[config.mk]
export PLATFORM = sky130hd
export DESIGN_NAME = e_arb_flat
export DESIGN_NICKNAME = d
export VERILOG_FILES = /design/src/rtl/e_arb_if.sv /design/src/rtl/e_arb.sv /design/src/flat_wrapper.sv
export SDC_FILE = /design/constraint.sdc
export NUM_CORES = 1
export LEC_CHECK = 0
export CORE_ASPECT_RATIO = 0.7
export CORE_MARGIN = 3
export CORE_UTILIZATION = 35
export DETAILED_ROUTE_END_ITERATION = 12
export GPL_TIMING_DRIVEN = 0
export PLACE_DENSITY = 0.64
export SYNTH_ARGS = -nofsm -noshare
export SYNTH_HDL_FRONTEND = slang
export SYNTH_SLANG_ARGS = --single-unit
[constraint.sdc]
create_clock -name clk -period 9.6 [get_ports clk]
set_clock_uncertainty 0.05 [all_clocks]
set_input_delay 1.92 -clock clk [delete_from_list [all_inputs] [get_ports clk]]
set_output_delay 1.92 -clock clk [all_outputs]
set_load 0.03 [all_outputs]
[src/rtl/e_arb_if.sv]
// Request/response bundle for e_arb: N valid/ready request channels and one
// valid/ready response channel carrying the requester id and decision.
interface e_arb_if #(
  parameter int N = 4,
  parameter int W = 16
);
  logic [N-1:0]         i_req_vld;
  logic [N*W-1:0]       i_req_x;
  logic [N-1:0]         o_req_rdy;
  logic                 o_rsp_vld;
  logic [$clog2(N)-1:0] o_rsp_id;
  logic [W-1:0]         o_rsp_x;
  logic                 o_rsp_is_unary;
  logic                 i_rsp_rdy;

  // A transfer happens on a rising edge where valid and ready are both high;
  // valid never waits on ready, and a presented payload holds until it transfers.
  modport master (
    output i_req_vld, i_req_x, i_rsp_rdy,
    input  o_req_rdy, o_rsp_vld, o_rsp_id, o_rsp_x, o_rsp_is_unary
  );

  modport slave (
    input  i_req_vld, i_req_x, i_rsp_rdy,
    output o_req_rdy, o_rsp_vld, o_rsp_id, o_rsp_x, o_rsp_is_unary
  );
endinterface

[src/rtl/e_arb.sv]
// Round-robin arbiter sharing one unary-admission checker across N requesters.
// Optional E_ARB_REJECT_CNT_EN adds a saturating count of rejected slot loads.
module e_arb #(
  parameter int N                     = 4,
  parameter int W                     = 16,
  parameter int P_ADMIT_COMPLIMENT_EN = 0
) (
  input  logic        clk,
  input  logic        rst,
  e_arb_if.slave      bus
`ifdef E_ARB_REJECT_CNT_EN
  ,
  output logic [15:0] o_reject_cnt
`endif
);
  localparam int IW = $clog2(N);

  logic [IW-1:0] r_ptr;
  logic          r_rsp_vld;
  logic [IW-1:0] r_rsp_id;
  logic [W-1:0]  r_rsp_x;
  logic          r_rsp_is_unary;

  logic [N-1:0]  w_grant;
  logic [IW-1:0] w_gnt_idx;
  logic          w_any;
  int            w_k;
  logic [W-1:0]  w_gnt_x;
  logic          w_gnt_unary;
  logic          w_slot_free;
  logic          w_accept;

  // Exactly one edge means a thermometer code of either polarity.
  function automatic logic f_is_unary(input logic [W-1:0] x);
    logic [W-1:0] e;
    logic         flat;
    e        = '0;
    e[W-1:1] = x[W-1:1] ^ x[W-2:0];
    flat     = (P_ADMIT_COMPLIMENT_EN != 0) ? (x == '1) : (x == '0);
    return ($countones(e) == 1) || flat;
  endfunction

  always_comb begin
    w_grant   = '0;
    w_gnt_idx = '0;
    w_any     = 1'b0;
    w_k       = 0;
    for (int j = 0; j < N; j++) begin
      w_k = int'(r_ptr) + j;
      if (w_k >= N) w_k = w_k - N;
      if (!w_any && bus.i_req_vld[w_k]) begin
        w_any        = 1'b1;
        w_grant[w_k] = 1'b1;
        w_gnt_idx    = IW'(w_k);
      end
    end
  end

  assign w_gnt_x     = bus.i_req_x[int'(w_gnt_idx)*W +: W];
  assign w_gnt_unary = f_is_unary(w_gnt_x);
  assign w_slot_free = !r_rsp_vld || bus.i_rsp_rdy;
  assign w_accept    = w_any && w_slot_free && !rst;

  assign bus.o_req_rdy      = (w_slot_free && !rst) ? w_grant : '0;
  assign bus.o_rsp_vld      = r_rsp_vld;
  assign bus.o_rsp_id       = r_rsp_id;
  assign bus.o_rsp_x        = r_rsp_x;
  assign bus.o_rsp_is_unary = r_rsp_is_unary;

  // An accept overwrites the slot even while it drains, so there is no bubble.
  always_ff @(posedge clk) begin
    if (rst) begin
      r_ptr          <= '0;
      r_rsp_vld      <= 1'b0;
      r_rsp_id       <= '0;
      r_rsp_x        <= '0;
      r_rsp_is_unary <= 1'b0;
    end else if (w_accept) begin
      r_rsp_vld      <= 1'b1;
      r_rsp_id       <= w_gnt_idx;
      r_rsp_x        <= w_gnt_x;
      r_rsp_is_unary <= w_gnt_unary;
      r_ptr          <= (w_gnt_idx == IW'(N-1)) ? '0 : w_gnt_idx + IW'(1);
    end else if (r_rsp_vld && bus.i_rsp_rdy) begin
      r_rsp_vld <= 1'b0;
    end
  end

`ifdef E_ARB_REJECT_CNT_EN
  logic [15:0] r_reject_cnt;

  always_ff @(posedge clk) begin
    if (rst) begin
      r_reject_cnt <= '0;
    end else if (w_accept && !w_gnt_unary && (r_reject_cnt != 16'hFFFF)) begin
      r_reject_cnt <= r_reject_cnt + 16'd1;
    end
  end

  assign o_reject_cnt = r_reject_cnt;
`endif
endmodule

[src/flat_wrapper.sv]
// flat-port wrapper written by rule: the top's interface ports become plain ports
module e_arb_flat 
#(
  parameter int N                     = 4,
  parameter int W                     = 16,
  parameter int P_ADMIT_COMPLIMENT_EN = 0
)
  (clk, rst, bus_i_req_vld, bus_i_req_x, bus_i_rsp_rdy, bus_o_req_rdy, bus_o_rsp_vld, bus_o_rsp_id, bus_o_rsp_x, bus_o_rsp_is_unary);
  e_arb_if #(.N(N), .W(W)) bus_i ();
  input  logic clk;
  input  logic rst;
  input wire logic [$bits(bus_i.i_req_vld)-1:0] bus_i_req_vld;
  input wire logic [$bits(bus_i.i_req_x)-1:0] bus_i_req_x;
  input wire logic [$bits(bus_i.i_rsp_rdy)-1:0] bus_i_rsp_rdy;
  output wire logic [$bits(bus_i.o_req_rdy)-1:0] bus_o_req_rdy;
  output wire logic [$bits(bus_i.o_rsp_vld)-1:0] bus_o_rsp_vld;
  output wire logic [$bits(bus_i.o_rsp_id)-1:0] bus_o_rsp_id;
  output wire logic [$bits(bus_i.o_rsp_x)-1:0] bus_o_rsp_x;
  output wire logic [$bits(bus_i.o_rsp_is_unary)-1:0] bus_o_rsp_is_unary;
  assign bus_i.i_req_vld = bus_i_req_vld;
  assign bus_i.i_req_x = bus_i_req_x;
  assign bus_i.i_rsp_rdy = bus_i_rsp_rdy;
  assign bus_o_req_rdy = bus_i.o_req_rdy;
  assign bus_o_rsp_vld = bus_i.o_rsp_vld;
  assign bus_o_rsp_id = bus_i.o_rsp_id;
  assign bus_o_rsp_x = bus_i.o_rsp_x;
  assign bus_o_rsp_is_unary = bus_i.o_rsp_is_unary;
  e_arb #(.N(N), .W(W), .P_ADMIT_COMPLIMENT_EN(P_ADMIT_COMPLIMENT_EN)) u_core (.clk(clk), .rst(rst), .bus(bus_i));
endmodule
==> out/results.ini <==
[cts]
cts_buffers=3
htreeDepth=1
cts_setup_buffers=0
post_cts_resized=0
hold_buffers=0
ctsRootBufferMaster=clkbuf_16
worstSkewPairLatency_ns=0.26
cts_tree=yes
path_clk_slew_ns=0.06
ctsLongestPathBuffers=2
cts_num_sinks=22

[floorplanning]
die_w_um=126
ios=95
fp.dieArea_sq_um=11300
die_h_um=89.9
rows=29
floorplan.initialDensity=0.373
core_area_sq_um=9430

[sta]
rsz0062_at_grt=no
fin_crit_ns=7.95
finalSetupViolations=0
hold_violations=0
fmax_mhz=126
slew_headroom=0.439
finalMaxSlewViolations=0
finalSetupTns_ns=0
tightest_slew_ns=0.837
timing.final.crit_share=0.828

[final_layout]
finish.net_count=681
antennaDiodeCount=0
syn_to_final_growth_pct=33.7
drive_gt1_frac=0.0903
n_fill_cell=910

[synth]
synthXorXnorAreaFrac=0.0373
synth-simple-area-share=0.243
synth-compound-area-share=0.259
netlist.area_leader.share=0.125
syn-num-nets=582
syn_inst=478
synthMuxAreaShare=0.107
synth_cell_type_count=48
ys_top_cells_by_area=dfxtp_1 (13%), nand3_1 (11%), ha_1 (8.2%), o21ai_0 (6.7%), a21oi_1 (5.7%)
synth.most_common_cell=nand3_1
synth_top_family_by_area=compound AO/OA/AOI/OAI gates
ys_seq_elements=22
yosysTopAreaCell=dfxtp_1
synth_common_cells=nand3_1 (78), o21ai_0 (47), nand2_1 (42), a21oi_1 (40), ha_1 (23)
postSynth.asyncResetShare=0
yosys_most_used_dff=dfxtp_1
yosys_warnings=0
yosysSeqAreaShare=0.125
syn_area_sq_um=3520
postSynthAreaPerCell_sq_um=7.37
synthAdderAreaFrac=0.139
synth-edff-count=0

[critical_path]
setup.worst_path.class=in -> reg
crit_start=bus_i_req_vld[1]
worstSetupEndpointType=flip-flop
cp_max_fo=10
rr_worst_depth=26
arrival_ns=8.03
rr_startpoint=u_core.r_ptr[0]
r2r_slack_ns=1.78
rr_endpoint=u_core.bus.o_rsp_is_unary
cp-start-kind=input port
cp.required_ns=9.68

[run]
drv_cap=0

[worst_hold_path]
worstHoldStart=u_core.bus.o_rsp_id[0]
holdPathEnd=u_core.bus.o_rsp_id[0]
whs_path_depth=2
hp-class=reg -> reg

[placement]
gp_congestion=0.931
io_buffers=94
dpl.hpwl_um=10300

[global_route]
grt-ovfl-total=0
antenna_found_initial=0
grtUsageTotal=0.224
grt_pass1_vias=4120
grt_start_max_net_pins=13
grt_pass1_wl_um=21100

[drt]
vias=4188
wl_per_cell_um=18.7
first_pass_iters=5
vias_per_cell=5.98
drt_iter0_drc=454
wl_um=13100
drc=0
ant_nets=0

[run_status]
status=finished clean

-- sequential cells by signal, indices dropped and copies added, names as in the netlist --
| signal | cells |
|---|---|
| u_core.bus.o_rsp_id | 2 |
| u_core.bus.o_rsp_vld | 1 |
| u_core.bus.o_rsp_x | 16 |
| u_core.bus.o_rsp_is_unary | 1 |
| u_core.r_ptr | 2 |
-- critical path: stages --
cell	delay, ns
clkdlybuf4s50_1	0.53
nor2b_1	0.20
a211oi_1	0.49
and2_1	0.24
clkbuf_1	0.37
o21ai_0	0.16
a211oi_1	0.44
mux2_2	0.28
ha_1	0.23
ha_1	0.27
inv_1	0.05
fa_1	0.54
inv_1	0.06
fa_1	0.46
fa_1	0.48
ha_1	0.25
fa_1	0.39
nand3_1	0.09
o21ai_0	0.11
a211oi_1	0.39
nor3_1	0.08
-- logic make-up after synthesis --
group                    Yosys count
AND/OR/NAND/NOR                  165
multiplexers                      32
XOR/XNOR                          15
AO/OA/AOI/OAI                    149
adder cells (fa/ha/maj)           33
buffers and inverters             62
flip-flops                        22
-- cells in the final DEF, fill, tap and decap left out, types with 15 or more instances in the layout --
| cell type | count |
|---|---|
| nand3b_1 | 18 |
| ha_1 | 23 |
| mux2i_1 | 15 |
| clkbuf_1 | 19 |
| dfxtp_1 | 22 |
| nand3_1 | 78 |
| o21ai_0 | 47 |
| a211oi_1 | 20 |
| inv_1 | 19 |
| clkdlybuf4s50_1 | 94 |
| nand2_1 | 42 |
| a21oi_1 | 40 |
| o21ai_1 | 17 |
-- metal layers --
layer  part of all wire  vias up  track usage
met5                  0        -            0
met4              0.013        0       0.0464
met3              0.075       18       0.0391
met2               0.45      208        0.352
met1               0.46     2011        0.321
li1                   -     1951            -
-- how the worst max path moves through the flow --
stage	end	slack, ns	cells past startpoint
global placement	u_core.bus.o_rsp_is_unary	1.54	21
floorplan	u_core.bus.o_rsp_is_unary	2.70	17
global route	u_core.bus.o_rsp_is_unary	1.31	21
detailed placement	u_core.bus.o_rsp_is_unary	1.47	21
CTS	u_core.bus.o_rsp_is_unary	1.73	21
finish	u_core.bus.o_rsp_is_unary	1.65	21
-- through the flow --
stage / util / hold slack [ns] / std cells / area [sq um] / setup WS, ns
floorplan: - / 0.545 / 478 / 3520 / 2.70
global placement: 0.489 / 0.418 / 696 / 4620 / 1.54
detailed placement: 0.489 / 0.420 / 696 / 4620 / 1.47
finish: 0.499 / 0.426 / 700 / 4710 / 1.65
CTS: 0.499 / 0.428 / 700 / 4710 / 1.73
global route: 0.499 / 0.448 / 700 / 4710 / 1.31
-- final cells by class --
type                    instances  area, sq um  share of cell area
plain buffers                  42          241              0.0513
clock buffers                   4         88.8              0.0189
well taps                     124          155              0.0330
repair buffers                 94          941               0.200
inverters                      20         75.1              0.0160
multi-input cells             394         2760               0.587
flip-flops and latches         22          440              0.0936
Power is left out: the tool's default activity adds up to more than one toggle a clock period on the data nets, which glitch-free logic cannot reach.
